<file path="src/rtl/matrix_operand_loader.sv">
// rtl/matrix_operand_loader.sv - assembles streamed elements into packed A/B operands; optional framing check via MATRIX_OPERAND_LOADER_LAST_CHECK_EN
module matrix_operand_loader #(
    parameter int DATA_WIDTH = 8,
    parameter int ROWS_A     = 2,
    parameter int COLS_A     = 2,
    parameter int COLS_B     = 2
) (
    input  logic                                         clk,
    input  logic                                         rst_n,
    input  logic [DATA_WIDTH-1:0]                        s_data,
    input  logic                                         s_valid,
    input  logic                                         s_last,
    output logic                                         s_ready,
    output logic [ROWS_A-1:0][COLS_A-1:0][DATA_WIDTH-1:0] a,
    output logic [COLS_A-1:0][COLS_B-1:0][DATA_WIDTH-1:0] b,
    output logic                                         operands_valid,
    input  logic                                         operands_ack,
    output logic                                         frame_error
);

    localparam int N_A   = ROWS_A * COLS_A;
    localparam int N_B   = COLS_A * COLS_B;
    localparam int N_MAX = (N_A > N_B) ? N_A : N_B;
    localparam int CNT_W = (N_MAX > 1) ? $clog2(N_MAX) : 1;

    typedef enum logic [1:0] {
        LOAD_A = 2'd0,
        LOAD_B = 2'd1,
        HOLD   = 2'd2
    } state_t;

    state_t                                         state_q, state_d;
    logic [CNT_W-1:0]                               cnt_q, cnt_d;
    logic [ROWS_A-1:0][COLS_A-1:0][DATA_WIDTH-1:0]  a_q, a_d;
    logic [COLS_A-1:0][COLS_B-1:0][DATA_WIDTH-1:0]  b_q, b_d;
    logic                                           valid_q, valid_d;
    logic                                           err_q, err_d;
    logic                                           accept;
    logic                                           last_bad;

    // Ready is dropped both during reset and while a full pair is parked for the consumer
    assign s_ready = rst_n && (state_q != HOLD);
    assign accept  = s_valid && s_ready;

`ifdef MATRIX_OPERAND_LOADER_LAST_CHECK_EN
    // s_last must be high on exactly the final B element and nowhere else
    assign last_bad = ((state_q == LOAD_B) && (cnt_q == CNT_W'(N_B - 1))) ? !s_last : s_last;
`else
    // Frames are delimited by count only; s_last carries no meaning here
    logic unused_s_last;
    assign unused_s_last = s_last;
    assign last_bad      = 1'b0;
`endif

    // Frame sequencing: element counting, framing errors and the hold/ack handshake
    always_comb begin
        state_d = state_q;
        cnt_d   = cnt_q;
        err_d   = 1'b0;
        case (state_q)
            LOAD_A: begin
                if (accept) begin
                    if (last_bad) begin
                        err_d = 1'b1;
                        cnt_d = '0;
                    end else if (cnt_q == CNT_W'(N_A - 1)) begin
                        state_d = LOAD_B;
                        cnt_d   = '0;
                    end else begin
                        cnt_d = cnt_q + CNT_W'(1);
                    end
                end
            end
            LOAD_B: begin
                if (accept) begin
                    if (last_bad) begin
                        err_d   = 1'b1;
                        state_d = LOAD_A;
                        cnt_d   = '0;
                    end else if (cnt_q == CNT_W'(N_B - 1)) begin
                        state_d = HOLD;
                        cnt_d   = '0;
                    end else begin
                        cnt_d = cnt_q + CNT_W'(1);
                    end
                end
            end
            HOLD: begin
                if (operands_ack) begin
                    state_d = LOAD_A;
                    cnt_d   = '0;
                end
            end
            default: begin
                state_d = LOAD_A;
                cnt_d   = '0;
            end
        endcase
        valid_d = (state_d == HOLD);
    end

    // Element write-back: only the slot addressed by the current count changes on an accept
    always_comb begin
        a_d = a_q;
        b_d = b_q;
        for (int k = 0; k < N_A; k++) begin
            if (accept && (state_q == LOAD_A) && (cnt_q == CNT_W'(k))) begin
                a_d[k / COLS_A][k % COLS_A] = s_data;
            end
        end
        for (int k = 0; k < N_B; k++) begin
            if (accept && (state_q == LOAD_B) && (cnt_q == CNT_W'(k))) begin
                b_d[k / COLS_B][k % COLS_B] = s_data;
            end
        end
    end

    // State, counter, operand and status registers
    always_ff @(posedge clk or negedge rst_n) begin
        if (!rst_n) begin
            state_q <= LOAD_A;
            cnt_q   <= '0;
            a_q     <= '0;
            b_q     <= '0;
            valid_q <= 1'b0;
            err_q   <= 1'b0;
        end else begin
            state_q <= state_d;
            cnt_q   <= cnt_d;
            a_q     <= a_d;
            b_q     <= b_d;
            valid_q <= valid_d;
            err_q   <= err_d;
        end
    end

    assign a              = a_q;
    assign b              = b_q;
    assign operands_valid = valid_q;
    assign frame_error    = err_q;

endmodule

</file>
<file path="config.mk">
export PLATFORM = sky130hd
export DESIGN_NAME = matrix_operand_loader
export DESIGN_NICKNAME = d
export VERILOG_FILES = /design/src/rtl/matrix_operand_loader.sv
export SDC_FILE = /design/constraint.sdc
export NUM_CORES = 1
export LEC_CHECK = 0
export ABC_AREA = 1
export CORE_MARGIN = 2
export CORE_UTILIZATION = 25
export DETAILED_ROUTE_END_ITERATION = 6
export GPL_TIMING_DRIVEN = 0
export PLACE_DENSITY = 0.46
export RECOVER_POWER = 50
export SKIP_CTS_REPAIR_TIMING = 1
export SLEW_MARGIN = 20
export SYNTH_ARGS = -nofsm -noshare
export SYNTH_HDL_FRONTEND = slang
export SYNTH_SLANG_ARGS = --single-unit
</file>
<file path="constraint.sdc">
create_clock -name clk -period 1.8 [get_ports clk]
set_input_delay 0.18 -clock clk [delete_from_list [all_inputs] [get_ports clk]]
set_output_delay 0.18 -clock clk [all_outputs]
set_load 0.01 [all_outputs]
</file>
==> results.sh <==
export IMPL_drc_errors=0
export IMPL_cp_end_kind="flip-flop"
export IMPL_antenna_cells=0
export IMPL_tightest_slew_ns=1.07
export IMPL_max_clock_path_buffers=2
export IMPL_fin_crit_sh=0.850
export IMPL_hpwl_mm=5.60
export IMPL_drt_iter0_drc=75
export IMPL_place_congestion=0.729
export IMPL_min_delay_worst_endpoint="a[28]"
export IMPL_drv_cap=0
export IMPL_r2r_end="b[31]"
export IMPL_r2r_start="cnt_q[0]"
export IMPL_hold_slack_ns=0.330
export IMPL_seq_area_um2=1730
export IMPL_syn_mean_instance_area_um2=8.75
export IMPL_ant_nets=0
export IMPL_rsz0062_at_grt="no"
export IMPL_cts_made_buffers=9
export IMPL_min_from="s_data[4]"
export IMPL_via_per_inst=4.25
export IMPL_dieWidth_um=111
export IMPL_period_needed_ns=1.53
export IMPL_wl_per_cell_um=15.0
export IMPL_final_max_slew_viol_count=0
export IMPL_cpPeakStageDelay_ns=0.44
export IMPL_die_area_um2=12300
export IMPL_vias=2383
export IMPL_crit_path_start_kind="flip-flop"
export IMPL_dieHeight_um=111
export IMPL_critPathKind="reg -> reg"
export IMPL_clk_pin_slew_worst_paths_ns=0.06
export IMPL_ys_types=21
export IMPL_start_util=0.253
export IMPL_area_delta_synth_final_pct=43.5
export IMPL_crit_fanout=10
export IMPL_status="completed"
export IMPL_cts_sink_count=69
export IMPL_cp_num_buf_inv=2
export IMPL_final_common_cell="nand2_1"
export IMPL_synth_nets=343
export IMPL_crit_family="buffers and inverters"
export IMPL_drive_gt1_frac=0.0766
export IMPL_max_vdd_ir_drop_mv=0.616
export IMPL_r2r_cells=5
export IMPL_slew_headroom=0.283
export IMPL_htree_levels=3
export IMPL_antenna_found_initial=0
export IMPL_grt_util_all_layers=0.140
export IMPL_drt_total_wl_mm=8.44
export IMPL_tritoncts="built"
export IMPL_rrSetupSlack_ns=0.27
export IMPL_placeableCoreArea_um2=11300
export IMPL_min_path_cells=3
export IMPL_path_cells="ha_1 -> inv_1 -> clkbuf_1 -> o21ai_0 -> nand2_1"
export IMPL_ys_seq_area_frac=0.605
export IMPL_yosysWarnings=0
export IMPL_p_per_area_nw_per_um2=1570
export IMPL_rows=39
export IMPL_crit_path_top_delay_cell="dfrtp_1"
export IMPL_synth_top_area_share=0.605
export IMPL_multiInputGateArea_um2=1020
export IMPL_grt_pass1_wl_mm=13.3
export IMPL_dr_pass1_iters=4
export IMPL_hold_path_class="in -> reg"
export IMPL_synth_seq_cells=69
export IMPL_instances_no_fill=561
export IMPL_grt_max_degree=47
export IMPL_fmax_ghz=0.653
export IMPL_root_buffer="clkbuf_16"
export IMPL_fin_util=0.363
export IMPL_yosysTopAreaCell="dfrtp_1"
export IMPL_port_buffers=69
export IMPL_leakage_nw=2.15
export IMPL_p_total_mw=6.42
export IMPL_final_cell_mix="nand2_1, dfrtp_1, dlygate4sd3_1"
export IMPL_io_pins=80
export IMPL_final_hold_viol_count=0
export IMPL_grt_overflow_total=0
export IMPL_syn_inst=326
export IMPL_num_nets_final=430
export IMPL_clock_skew_ns=0.00756
export IMPL_grt_pass1_vias=2337
export IMPL_yosys_top_cells_area="dfrtp_1, nand2_1, o21ai_1"
export IMPL_worstPathArrival_ns=1.79
export IMPL_syn_area_um2=2850
export IMPL_nFillCells=1198
export IMPL_setup_viol_count_final=0
export IMPL_setup_tns_ns=0
export IMPL_clk_insertion_delay_late_ns=0.33
export IMPL_placedCellCount=539
export IMPL_crit_required_ns=2.06
sequential cells by signal, summed over array words and instances, names as in the netlist:
signal          count
operands_valid      1
cnt_q               2
a                  32
state_q             2
b                  32
synthesized netlist by cell type:
master and instances:
nor3_1 1, clkbuf_1 6, o21ai_0 14, buf_1 4, inv_1 8, nor2_4 4
or2_2 1, nand4_1 2, buf_6 1, nand2_1 174, conb_1 1, buf_4 3
a21boi_0 1, o21ai_1 20, nand4_2 1, dfrtp_1 69, inv_2 2, ha_1 4
nor2_2 4, nand3_1 4, nor2_1 2
power breakdown:
| group | switching, mW | leakage, nW | internal, mW | total [mW] |
|---|---|---|---|---|
| sequential | 0.322 | 0.908 | 2.10 | 2.42 |
| clock | 0.637 | 0.153 | 1.21 | 1.84 |
| combinational | 1.10 | 1.09 | 1.06 | 2.15 |
| total | 2.06 | 2.15 | 4.36 | 6.42 |
stage by stage:
stage	setup slack [ns]	cell area [µm²]
finish	0.270	4100
global route	0.105	4100
CTS	-0.0898	4060
detailed placement	-0.0909	3750
global placement	-2.88	3720
floorplan	0.511	2850
cell type report:
cell class                 count  share of cell area
multi-input combinational    233               0.249
tap                          143              0.0437
inverter                      10             0.00916
clock buffer                  11              0.0568
buffer                        14              0.0174
sequential                    69               0.422
clock inverter                 5              0.0183
timing repair buffer          76               0.184
worst max-delay path by stage:
stage | startpoint | endpoint | slack [ns] | cells after the start
global route | cnt_q[0] | a[22] | 0.11 | 6
finish | cnt_q[0] | b[31] | 0.27 | 5
global placement | rst_n | a[28] | -2.88 | 6
floorplan | cnt_q[0] | b[31] | 0.51 | 5
CTS | rst_n | s_ready | -0.09 | 4
detailed placement | rst_n | s_ready | -0.09 | 4
worst register-to-register path, cell delays in order, from the launching register on:
cell and delay, ns:
dfrtp_1 0.44, ha_1 0.26, inv_1 0.18, clkbuf_1 0.37, o21ai_0 0.15, nand2_1 0.08
metal layers:
metal  vias up  part of all wire  GRT usage  wire length (µm)
met5         -                 0          0                 0
met4         0             0.014     0.0475               120
met3        11             0.041     0.0344               346
met2        49              0.43      0.198              3600
met1      1131              0.52      0.210              4370
li1       1192                 -          -                 -
cell families after synthesis:
group	after synthesis	share of synthesized area
flops	69	0.605
other cells	1	0.00131
buf+inv	24	0.0381
fa+ha+maj	4	0.0175
compound gates	35	0.0623
simple gates	193	0.276
(Power assumes the default switching activity.)
